### src/rtl/stopwatch_display.sv
// rtl/stopwatch_display.sv - multiplexed 4-digit MM.SS 7-segment driver with adjust-mode blink
module stopwatch_display #(
  parameter int REFRESH_DIV = 100000,
  parameter int GUARD       = 16
) (
  input  logic       clk,
  input  logic       rst,
  input  logic [5:0] minutes,
  input  logic [5:0] seconds,
  input  logic       adj,
  input  logic       sel,
  input  logic       twohz_clk,
  output logic [7:0] seg,
  output logic [3:0] an
);

  localparam int CW = (REFRESH_DIV > 1) ? $clog2(REFRESH_DIV) : 1;
  localparam logic [CW-1:0] CNT_MAX = CW'(REFRESH_DIV - 1);
  localparam logic [CW-1:0] GUARD_C = CW'(GUARD);
  localparam logic [6:0]    DASH    = 7'b0111111;
  localparam logic [6:0]    BLANK   = 7'b1111111;

  logic [CW-1:0] cnt;
  logic [1:0]    idx;
  logic [5:0]    snap_min;
  logic [5:0]    snap_sec;
  logic          fresh;
  logic          blink_meta;
  logic          blink;

  logic          wrap;
  logic [5:0]    field;
  logic [5:0]    digit;
  logic          dash;
  logic          blank;
  logic          dp;
  logic [7:0]    seg_nxt;
  logic [3:0]    an_nxt;

  // active-low segment pattern for one decimal digit
  function automatic logic [6:0] enc(input logic [5:0] d);
    case (d)
      6'd0:    enc = 7'b1000000;
      6'd1:    enc = 7'b1111001;
      6'd2:    enc = 7'b0100100;
      6'd3:    enc = 7'b0110000;
      6'd4:    enc = 7'b0011001;
      6'd5:    enc = 7'b0010010;
      6'd6:    enc = 7'b0000010;
      6'd7:    enc = 7'b1111000;
      6'd8:    enc = 7'b0000000;
      6'd9:    enc = 7'b0010000;
      default: enc = BLANK;
    endcase
  endfunction

  assign wrap = (cnt == CNT_MAX);

  // slot timing, digit index and per-frame snapshot of the time value
  always_ff @(posedge clk) begin
    if (!rst) begin
      cnt      <= '0;
      idx      <= 2'd0;
      snap_min <= 6'd0;
      snap_sec <= 6'd0;
      fresh    <= 1'b1;
    end else begin
      if (wrap) begin
        cnt <= '0;
        idx <= idx + 2'd1;
      end else begin
        cnt <= cnt + 1'b1;
      end
      if (fresh || (wrap && idx == 2'd3)) begin
        snap_min <= minutes;
        snap_sec <= seconds;
      end
      fresh <= 1'b0;
    end
  end

  // bring the asynchronous 2 Hz blink phase into the clk domain
  always_ff @(posedge clk) begin
    if (!rst) begin
      blink_meta <= 1'b0;
      blink      <= 1'b0;
    end else begin
      blink_meta <= twohz_clk;
      blink      <= blink_meta;
    end
  end

  // pick the digit for the current slot and build its cathode/anode pattern
  always_comb begin
    field   = idx[1] ? snap_min : snap_sec;
    digit   = idx[0] ? (field / 6'd10) : (field % 6'd10);
    dash    = (field >= 6'd60);
    blank   = adj && blink && (sel ? !idx[1] : idx[1]);
    dp      = (idx != 2'd2);
    seg_nxt = 8'hFF;
    an_nxt  = 4'b1111;
    if (cnt >= GUARD_C) begin
      an_nxt = ~(4'b0001 << idx);
      if (!blank) begin
        seg_nxt = {dp, dash ? DASH : enc(digit)};
      end
    end
  end

  // registered display pins
  always_ff @(posedge clk) begin
    if (!rst) begin
      seg <= 8'hFF;
      an  <= 4'b1111;
    end else begin
      seg <= seg_nxt;
      an  <= an_nxt;
    end
  end

endmodule
### config.mk
export PLATFORM = sky130hd
export DESIGN_NAME = stopwatch_display
export DESIGN_NICKNAME = d
export VERILOG_FILES = /design/src/rtl/stopwatch_display.sv
export SDC_FILE = /design/constraint.sdc
export NUM_CORES = 1
export LEC_CHECK = 0
export BUFFER_PORTS_ARGS = -buffer_cell sky130_fd_sc_hd__buf_2
export CAP_MARGIN = 20
export CORE_ASPECT_RATIO = 1.5
export CORE_MARGIN = 4
export CORE_UTILIZATION = 57
export CTS_CLUSTER_SIZE = 14
export DETAILED_ROUTE_END_ITERATION = 10
export GPL_ROUTABILITY_DRIVEN = 0
export PLACE_DENSITY = 0.78
export SETUP_SLACK_MARGIN = 0.05
export SYNTH_ARGS = -nofsm -noshare
export SYNTH_HDL_FRONTEND = slang
export SYNTH_SLANG_ARGS = --single-unit
### constraint.sdc
create_clock -name clk -period 3.8 [get_ports clk]
set_input_delay 0.19 -clock clk [delete_from_list [all_inputs] [get_ports clk]]
set_output_delay 0.19 -clock clk [all_outputs]
set_load 0.02 [all_outputs]
After elaboration in Yosys (flattened, before gate mapping)
Memories as Yosys holds them, arrays and structs flattened.
Cells that the tools add are included.
{"block": "word_totals", "reg_bits": 46, "latchBits": 0, "ram_bits": 0, "romBits": 112, "input_bits": 17, "out_inout_bits": 12, "wordCells": 41, "n_memories": 1}
{"name": "(no name shown)", "words": 16, "word_bits": 7, "read_ports": 1, "rd_ports_with_merged_regs": 0, "wr": 0, "line_no": "42", "rtl": "case (d)"}
{"block": "classes", "n_addsub": 2, "n_mul": 0, "n_div": 2, "magnitude_cmp": 2, "eq_ne": 3, "shifts": 1, "mux": 6, "bitwise_logic": 4, "reduce_logical": 10}
{"cell": "17-bit by 1-bit adder with 17-bit output (second input constant)", "n": 1}
{"cell": "17-bit == test (second input constant)", "n": 1}
{"cell": "17-bit by 5-bit >= comparator with 1-bit output (second input constant)", "n": 1}
{"cell": "7-bit two-way mux", "n": 2}
{"cell": "6-bit two-way mux", "n": 2}
{"cell": "6-bit by 4-bit divider with 6-bit output (second input constant)", "n": 1}
{"cell": "6-bit >= comparator (second input constant)", "n": 1}
{"cell": "6-bit by 4-bit remainder unit with 6-bit output (second input constant)", "n": 1}
{"cell": "5-bit OR reduction", "n": 1}
{"cell": "4-bit NOT", "n": 1}
{"cell": "1-bit by 2-bit left shift with 4-bit output (first input constant)", "n": 1}
{"cell": "1-bit logical AND", "n": 3}
{"cell": "1-bit NOT", "n": 3}
{"cell": "3-bit OR reduction", "n": 1}
{"cell": "2-bit by 1-bit adder with 2-bit output (second input constant)", "n": 1}
{"cell": "2-bit == test (second input constant)", "n": 1}
{"cell": "2-bit logical NOT", "n": 1}
{"cell": "1-bit two-way mux", "n": 2}
{"cell": "2-bit inequality test (second input constant)", "n": 1}
{"cell": "2-bit AND reduction", "n": 1}
{"cell": "2-bit OR reduction", "n": 1}
{"cell": "1-bit logical NOT", "n": 1}
{"cell": "1-bit logical OR", "n": 1}

Longest topological paths before layout
Gate-level depths: netlist of run 1.
{"block": "depth", "word_depth": 6, "mapped_depth": 15, "mapped_depth_nobuf": 14}

Worst setup path after synthesis of run 1
OpenSTA, ideal clock, no wires.
{"block": "synth_path", "kind": "register to register", "startpoint": "reg idx[1]", "endpoint": "reg seg[0]", "setup_time_ns": 0.059, "arrival_time_ns": 2.867, "required_ns": 3.741, "path_slack_ns": 0.874, "stages_incl_launch_ff": 16, "path_buffers": 1, "period_less_slack_ns": 2.926, "path_cell_list": "dfxtp_1 > buf_6 > mux2i_4 > inv_2 > ha_1 > and3b_1 > nor3_1 > nor4_1 > or3_1 > o31ai_1 > a21oi_1 > inv_1 > ha_1 > mux2i_1 > a21o_1 > nand2_1"}
{"block": "synth_via", "elab_chain_cells": 6, "elab_cells_between_ends": 12, "classes_between": "div: 2; order compare: 1; mux: 3; bitwise: 1; reduce/logical: 4; memory: 1"}
{"item": "from (decl)", "line_no": "24", "rtl": "logic [1:0] idx;"}
{"item": "from (signal assigned)", "line_no": "70", "rtl": "idx <= idx + 2'd1;"}
{"item": "branches (longest 6 deep; another with memory 16 x 7 bit)"}
{"item": "to (signal assigned)", "line_no": "116", "rtl": "seg <= seg_nxt;"}
{"item": "to (decl)", "line_no": "13", "rtl": "output logic [7:0] seg,"}
Parallel ways; which one is timed is not known.
A chain may end at the register's enable or synchronous reset.

Worst setup path in the final report of run 1
Ends and elaborated chain as after synthesis.

==> key figures, run 1 <==
Status
  • Status: finished clean

Cells and area
  • Fin cells: 339
  • Final Net Count: 321
  • Share of cells above drive strength 1: 19.4%
  • Antenna cell count: 0
  • Finished layout cell area: 2670 µm²
  • Area growth from synthesis to layout: 12.2%

Clock tree
  • Root buf cell: clkbuf_8
  • Max Buffers Root-to-Sink: 2
  • Worst-path clk slew: 80 ps
  • H-tree levels: 2
  • Worst-Skew Late Latency: 300 ps
  • Hold Buf Count CTS: 0
  • Clock tree sinks: 46
  • CTS tree: built
  • Inserted Clock Buffers: 5
  • Post-CTS Resized: 0
  • Post-CTS Setup Repair Bufs: 0

Setup path
  • R2r endpoint: seg[0]
  • Worst r2r src: idx[1]
  • Worst EP required: 4050 ps
  • Endpoint type of the worst setup path: register
  • CP startpoint kind: register
  • Crit path DAT: 3610 ps
  • R2R depth: 14
  • Setup CP Type: reg2reg
  • Critical-path maximum fanout: 9
  • Reg2reg setup slack: 430 ps

Synthesis
  • Area contributors post-synth: dfxtp_1 (39%), mux2i_1 (8.0%), nor2_1 (6.9%), ha_1 (5.3%), nand2_1 (3.5%)
  • Share of the synthesized area in the top cell type: 38.7%
  • Yosys cell types: 51
  • Count of flip-flops with a built-in enable after synthesis: 0
  • Post-Synthesis Cells: 264
  • Most frequent cell after synthesis: dfxtp_1
  • Main synth FF type: dfxtp_1
  • Synth area leader: dfxtp_1
  • Post-synth ARST share: 0%
  • Top cells by count, synth: dfxtp_1 (46), nor2_1 (44), nand2_1 (22), mux2i_1 (19)
  • Syn Nets: 291
  • Syn_area_per_cell: 9.01 µm²
  • Post-synthesis sequential area ratio: 38.7%
  • Syn Std Cell Area: 2380 µm²
  • Yosys warnings: 0
  • Flop and latch count out of synthesis: 46

Power and ir drop
  • Sw Ratio: 24.6%
  • Sequential Power Share: 49.8%
  • Pint: 762 µW
  • Power per cell area: 379 nW/µm²
  • Final Total Pwr: 1.01 mW
  • Combinational share of power: 13.7%
  • VDD IR max: 0.343 mV
  • Net Switching: 249 µW
  • Clock power frac: 36.5%
  • Leakage power: 1.06 nW

Job
  • Max_cap viols: 0

Detailed routing
  • Met2 WL post-DR: 2530 µm
  • Router iterations before antenna repair: 4
  • DRT antenna net count: 0
  • DR vias/cell: 5.73
  • Routed len/inst: 13.7 µm
  • WL met3: 166 µm
  • Metal-1 WL: 1750 µm
  • Routed wire length: 4660 µm
  • Top Layer Used: met4
  • Detailed-route via count: 1944
  • DR iter-0 viols: 89
  • Drt drc: 0

Global routing
  • GR Overflow Total: 0
  • Pin count of the biggest net entering global routing: 18
  • First-pass GRT wire length: 8070 µm
  • GRT Util Overall: 19.8%
  • Antenna violations before repair: 0
  • Vias in the first global route: 1984

STA
  • Fmax: 0.297 GHz
  • Max Slew Vio Count: 0
  • Unrepaired setup endpoints after global routing: false
  • Clock Skew: 6.33 ps
  • Setup TNS: 0 ps
  • Final setup fails: 0
  • Final worst slack: 433 ps
  • Tcrit/Tclk final: 88.6%
  • Max transition margin: 62.1%
  • Worst Tran Pin Value: 565 ps
  • Min Tclk post-route: 3370 ps
  • Hold Vio Cnt, Final: 0

Worst hold path
  • Min-Delay Endpoint: blink_meta
  • Worst hold stages: 2
  • Hold path startpoint: twohz_clk
  • Worst hold path type: in2reg

Die
  • Die area: 5290 µm²
  • Die Ht: 87.1 µm
  • Initial Util: 59.6%
  • CORE AREA: 3990 µm²
  • Site Rows: 28
  • I/O pin cnt: 29
  • Chip width: 60.7 µm

Place
  • Post-Place Worst Slack: 508 ps
  • Placed insts: 332
  • PortBufs: 28
  • Area after DPL: 2560 µm²
  • Dpl hpwl: 3560 µm
[cell type report]
type / count / area, µm²
Tap cell: 45 / 56.3
Clock inverter: 1 / 30.0
Clock buffer: 6 / 82.6
Timing Repair Buffer: 31 / 163
Inverter: 12 / 50.0
Sequential cell: 46 / 921
Fill cell: 334 / 1330
Multi-Input combinational cell: 198 / 1370
[cells in the final DEF (no fill, tap or decap), types with 3 or more instances in the layout]
| cell type | count |
|---|---|
| clkbuf_8 | 6 |
| nand2_1 | 22 |
| nand4_1 | 4 |
| mux2i_1 | 19 |
| buf_4 | 3 |
| a21oi_1 | 9 |
| inv_1 | 8 |
| nor2_1 | 44 |
| xnor2_1 | 8 |
| ha_1 | 10 |
| o211ai_1 | 3 |
| mux2_2 | 3 |
| nor3_1 | 9 |
| nor4_1 | 3 |
| buf_2 | 28 |
| and2_1 | 3 |
| o21ai_0 | 4 |
| xor2_1 | 9 |
| dfxtp_1 | 46 |
| nand3_1 | 10 |
[critical path: stages (launching register included)]
cell and delay [ps]:
dfxtp_1 570, mux2i_4 370, inv_2 130, ha_1 430
and3b_1 210, nor3_1 180, nor4_1 60, or3_1 380
o31ai_1 200, a21oi_1 180, inv_1 120, ha_1 170
mux2i_1 90, a21o_1 160, nand2_1 50
[through the flow]
| stage | hold WS (ps) | utilization, % |
|---|---|---|
| CTS | 91.1 | 66.8 |
| global route | 99.9 | 66.8 |
| finish | 100 | 66.8 |
| floorplan | 312 | - |
| detailed placement | 403 | 64.0 |
| global placement | 395 | 64.0 |
[logic make-up after synthesis]
family	after synthesis	share of synthesized area [%]
AND/OR/NAND/NOR	107	20.6
flip-flops	46	38.7
AO/OA/AOI/OAI	38	13.2
multiplexers	26	12.2
buffers and inverters	20	3.84
XOR/XNOR	17	6.26
adder cells (fa/ha/maj)	10	5.26
[flip-flops by register name (all words and copies together), names as in the netlist]
name,flops
cnt,17
an,4
seg,8
fresh,1
blink_meta,1
idx,2
snap_min,6
blink,1
snap_sec,6
[metal layers]
metal / vias up / track usage (%)
met5: - / 0
met3: 19 / 3.86
met4: 0 / 11.8
li1: 976 / -
met1: 893 / 19.5
met2: 56 / 36.1
[how the worst max path moves through the flow]
stage          startpoint  endpoint  cells past startpoint
4_1_cts            idx[1]    seg[0]                     14
5_1_grt            idx[1]    seg[0]                     14
6_report           idx[1]    seg[0]                     14
3_3_place_gp       idx[1]    seg[0]                     14
3_5_place_dp       idx[1]    seg[0]                     14
2_1_floorplan      idx[1]    seg[0]                     15
[power groups by stage]
stage | combinational [mW] | sequential (mW) | clock [mW]
2_1_floorplan | 0.108 | 0.512 | 0
3_3_place_gp | 0.135 | 0.514 | 0
3_5_place_dp | 0.137 | 0.515 | 0
4_1_cts | 0.139 | 0.504 | 0.377
5_1_grt | 0.154 | 0.505 | 0.399
6_report | 0.139 | 0.504 | 0.369
Power figures use the tool's default switching activity.
==> run 2, diff against run 1 <==
--- a/config.mk
+++ b/config.mk
@@ -7,9 +7,11 @@
 export LEC_CHECK = 0
 export BUFFER_PORTS_ARGS = -buffer_cell sky130_fd_sc_hd__buf_2
 export CAP_MARGIN = 20
+export CELL_PAD_IN_SITES_DETAIL_PLACEMENT = 1
+export CELL_PAD_IN_SITES_GLOBAL_PLACEMENT = 2
 export CORE_ASPECT_RATIO = 1.5
 export CORE_MARGIN = 4
-export CORE_UTILIZATION = 57
+export CORE_UTILIZATION = 35
 export CTS_CLUSTER_SIZE = 14
 export DETAILED_ROUTE_END_ITERATION = 10
 export GPL_ROUTABILITY_DRIVEN = 0
==> run 2 against run 1 <==
Compared with the run above:
- non-clock buffer count is the same
- critical path depth is the same
- count of clock-buffer cells in the layout shrank 1
- clock power shrank 23%
- via count shrank 1.3%
- first-iteration DRC count shrank 55%
- clock skew grew 3.6 ps
- sequential share of layout area shrank 0.065 points
- die area grew 55%
- critical path type unchanged
- highest routed layer unchanged
==> key figures, run 2 (same netlist as run 1, synthesis figures left out) <==
Place
  • Dpl hpwl: 4310 µm (+21%)
  • Placed insts: 363 (+9.3%)
  • Area after DPL: 2590 µm² (+1.5%)
  • Post-Place Worst Slack: 404 ps (-104 ps)
  • PortBufs: 28 (unchanged)

Clock tree
  • Worst-Skew Late Latency: 300 ps (about the same)
  • CTS tree: built
  • Hold Buf Count CTS: 0 (unchanged)
  • Max Buffers Root-to-Sink: 2 (unchanged)
  • Inserted Clock Buffers: 5 (unchanged)
  • H-tree levels: 2 (unchanged)
  • Clock tree sinks: 46 (unchanged)
  • Post-CTS Setup Repair Bufs: 0 (unchanged)
  • Root buf cell: clkbuf_8
  • Post-CTS Resized: 0 (unchanged)
  • Worst-path clk slew: 90 ps (about the same)

Power and ir drop
  • Net Switching: 255 µW (+2.2%)
  • Leakage power: 1.05 nW (-1.3%)
  • Final Total Pwr: 930 µW (-8.0%)
  • Power per cell area: 348 nW/µm² (-8.2%)
  • Pint: 676 µW (-11%)
  • Sequential Power Share: 54.2% (+4.4 points)
  • VDD IR max: 0.150 mV (-56%)
  • Sw Ratio: 27.4% (+2.7 points)
  • Clock power frac: 30.5% (-6.0 points)
  • Combinational share of power: 15.3% (+1.6 points)

STA
  • Max Slew Vio Count: 0 (unchanged)
  • Worst Tran Pin Value: 634 ps (+69.1 ps)
  • Final worst slack: 351 ps (-81.5 ps)
  • Max transition margin: 57.7% (-4.3 points)
  • Final setup fails: 0 (unchanged)
  • Min Tclk post-route: 3450 ps (+81.5 ps)
  • Fmax: 0.290 GHz (-2.4%)
  • Hold Vio Cnt, Final: 0 (unchanged)
  • Tcrit/Tclk final: 90.8% (+2.1 points)
  • Unrepaired setup endpoints after global routing: false
  • Setup TNS: 0 ps (unchanged)
  • Clock Skew: 9.90 ps (+3.58 ps)

Detailed routing
  • Detailed-route via count: 1918 (-1.3%)
  • Router iterations before antenna repair: 4 (unchanged)
  • Routed len/inst: 14.6 µm (+6.4%)
  • Drt drc: 0 (unchanged)
  • DR iter-0 viols: 40 (-55%)
  • Routed wire length: 5410 µm (+16%)
  • DR vias/cell: 5.18 (-9.6%)
  • DRT antenna net count: 0 (unchanged)

Setup path
  • Setup CP Type: reg2reg
  • CP startpoint kind: register
  • Critical-path maximum fanout: 9 (unchanged)
  • Endpoint type of the worst setup path: register
  • Worst EP required: 4040 ps (about the same)
  • Crit path DAT: 3690 ps (+80 ps)

Die
  • Chip width: 75.3 µm (+24%)
  • Initial Util: 36.2% (-23 points)
  • CORE AREA: 6580 µm² (+65%)
  • Die Ht: 109 µm (+25%)
  • Die area: 8210 µm² (+55%)
  • Site Rows: 36 (+29%)
  • I/O pin cnt: 29 (unchanged)

Global routing
  • Pin count of the biggest net entering global routing: 18 (unchanged)
  • GRT Util Overall: 14.5% (-5.2 points)
  • GR Overflow Total: 0 (unchanged)
  • Antenna violations before repair: 0 (unchanged)
  • First-pass GRT wire length: 9400 µm (+17%)
  • Vias in the first global route: 2005 (+1.1%)

Cells and area
  • Commonest non-fill, non-tap cell in the layout: dfxtp_1
  • Antenna cell count: 0 (unchanged)
  • Biggest register: cnt
  • Final Net Count: 321 (unchanged)
  • Regs by FF count: cnt (17), seg (8)
  • Multi-input gate area: 1370 µm² (unchanged)
  • Register Area: 921 µm² (unchanged)
  • Share of cells above drive strength 1: 19.4% (unchanged)
  • Finished layout cell area: 2670 µm² (+0.19%)
  • Flip-flop count of the largest register after layout: 17 (unchanged)
  • Fill count: 791 (+140%)
  • Area growth from synthesis to layout: 12.4%
  • Fin cells: 370 (+9.1%)
  • Most frequent cells in the layout: dfxtp_1 (46), nor2_1 (44), buf_2 (28)

Worst hold path
  • Worst hold path type: in2reg

Status
  • Status: finished clean

Job
  • Max_cap viols: 0 (unchanged)
[run 2: cell types whose count changed in the layout (fill, tap and decap cells not counted), sizes merged]
cell    change
bufinv      -1
clkbuf      -1
clkinv      +2
[run 2: per-layer routing]
metal	wire length, µm	up-vias	track usage (%)
met5	0	-	0
met4	108	0	4.50
met3	145	8	2.58
met2	3020	23	27.2
met1	2130	917	16.0
li1	-	970	-
[run 2: critical path, cell delays in order, from the launching register on]
cell and delay (ps):
dfxtp_1 550, mux2i_4 380, inv_2 140, ha_1 440
and3b_1 210, nor3_1 180, nor4_1 70, or3_1 400
o31ai_1 240, a21oi_1 200, inv_1 110, ha_1 170
mux2i_1 90, a21o_1 160, nand2_1 60
[run 2: power groups by stage]
stage	combinational [mW]	clock, mW	sequential (mW)
final	0.142	0.284	0.504
after detailed placement	0.143	0	0.516
after global placement	0.141	0	0.515
after global routing	0.160	0.314	0.506
after CTS	0.144	0.299	0.504
after floorplan	0.108	0	0.512
[run 2: layout make-up]
class / count / area share [%]
timing repair buffer: 31 / 6.08
clock inverter: 2 / 0.374
inverter: 12 / 1.87
clock buffer: 5 / 2.57
sequential: 46 / 34.4
tap: 76 / 3.56
multi-input combinational: 198 / 51.1
[run 2: final timing paths]
path / startpoint / endpoint / slack [ps] / depth (start not counted)
max reg2reg: idx[1] / seg[0] / 350 / 14
min reg2reg: blink_meta / blink / 450 / 1
max: idx[1] / seg[0] / 350 / 14
min: twohz_clk / blink_meta / 100 / 2
[run 2: per-stage QoR]
stage | utilization (%) | hold WS (ps)
after floorplan | - | 312
after global placement | 39.5 | 395
after detailed placement | 39.5 | 414
after CTS | 40.7 | 96.7
after global routing | 40.7 | 114
final | 40.7 | 101
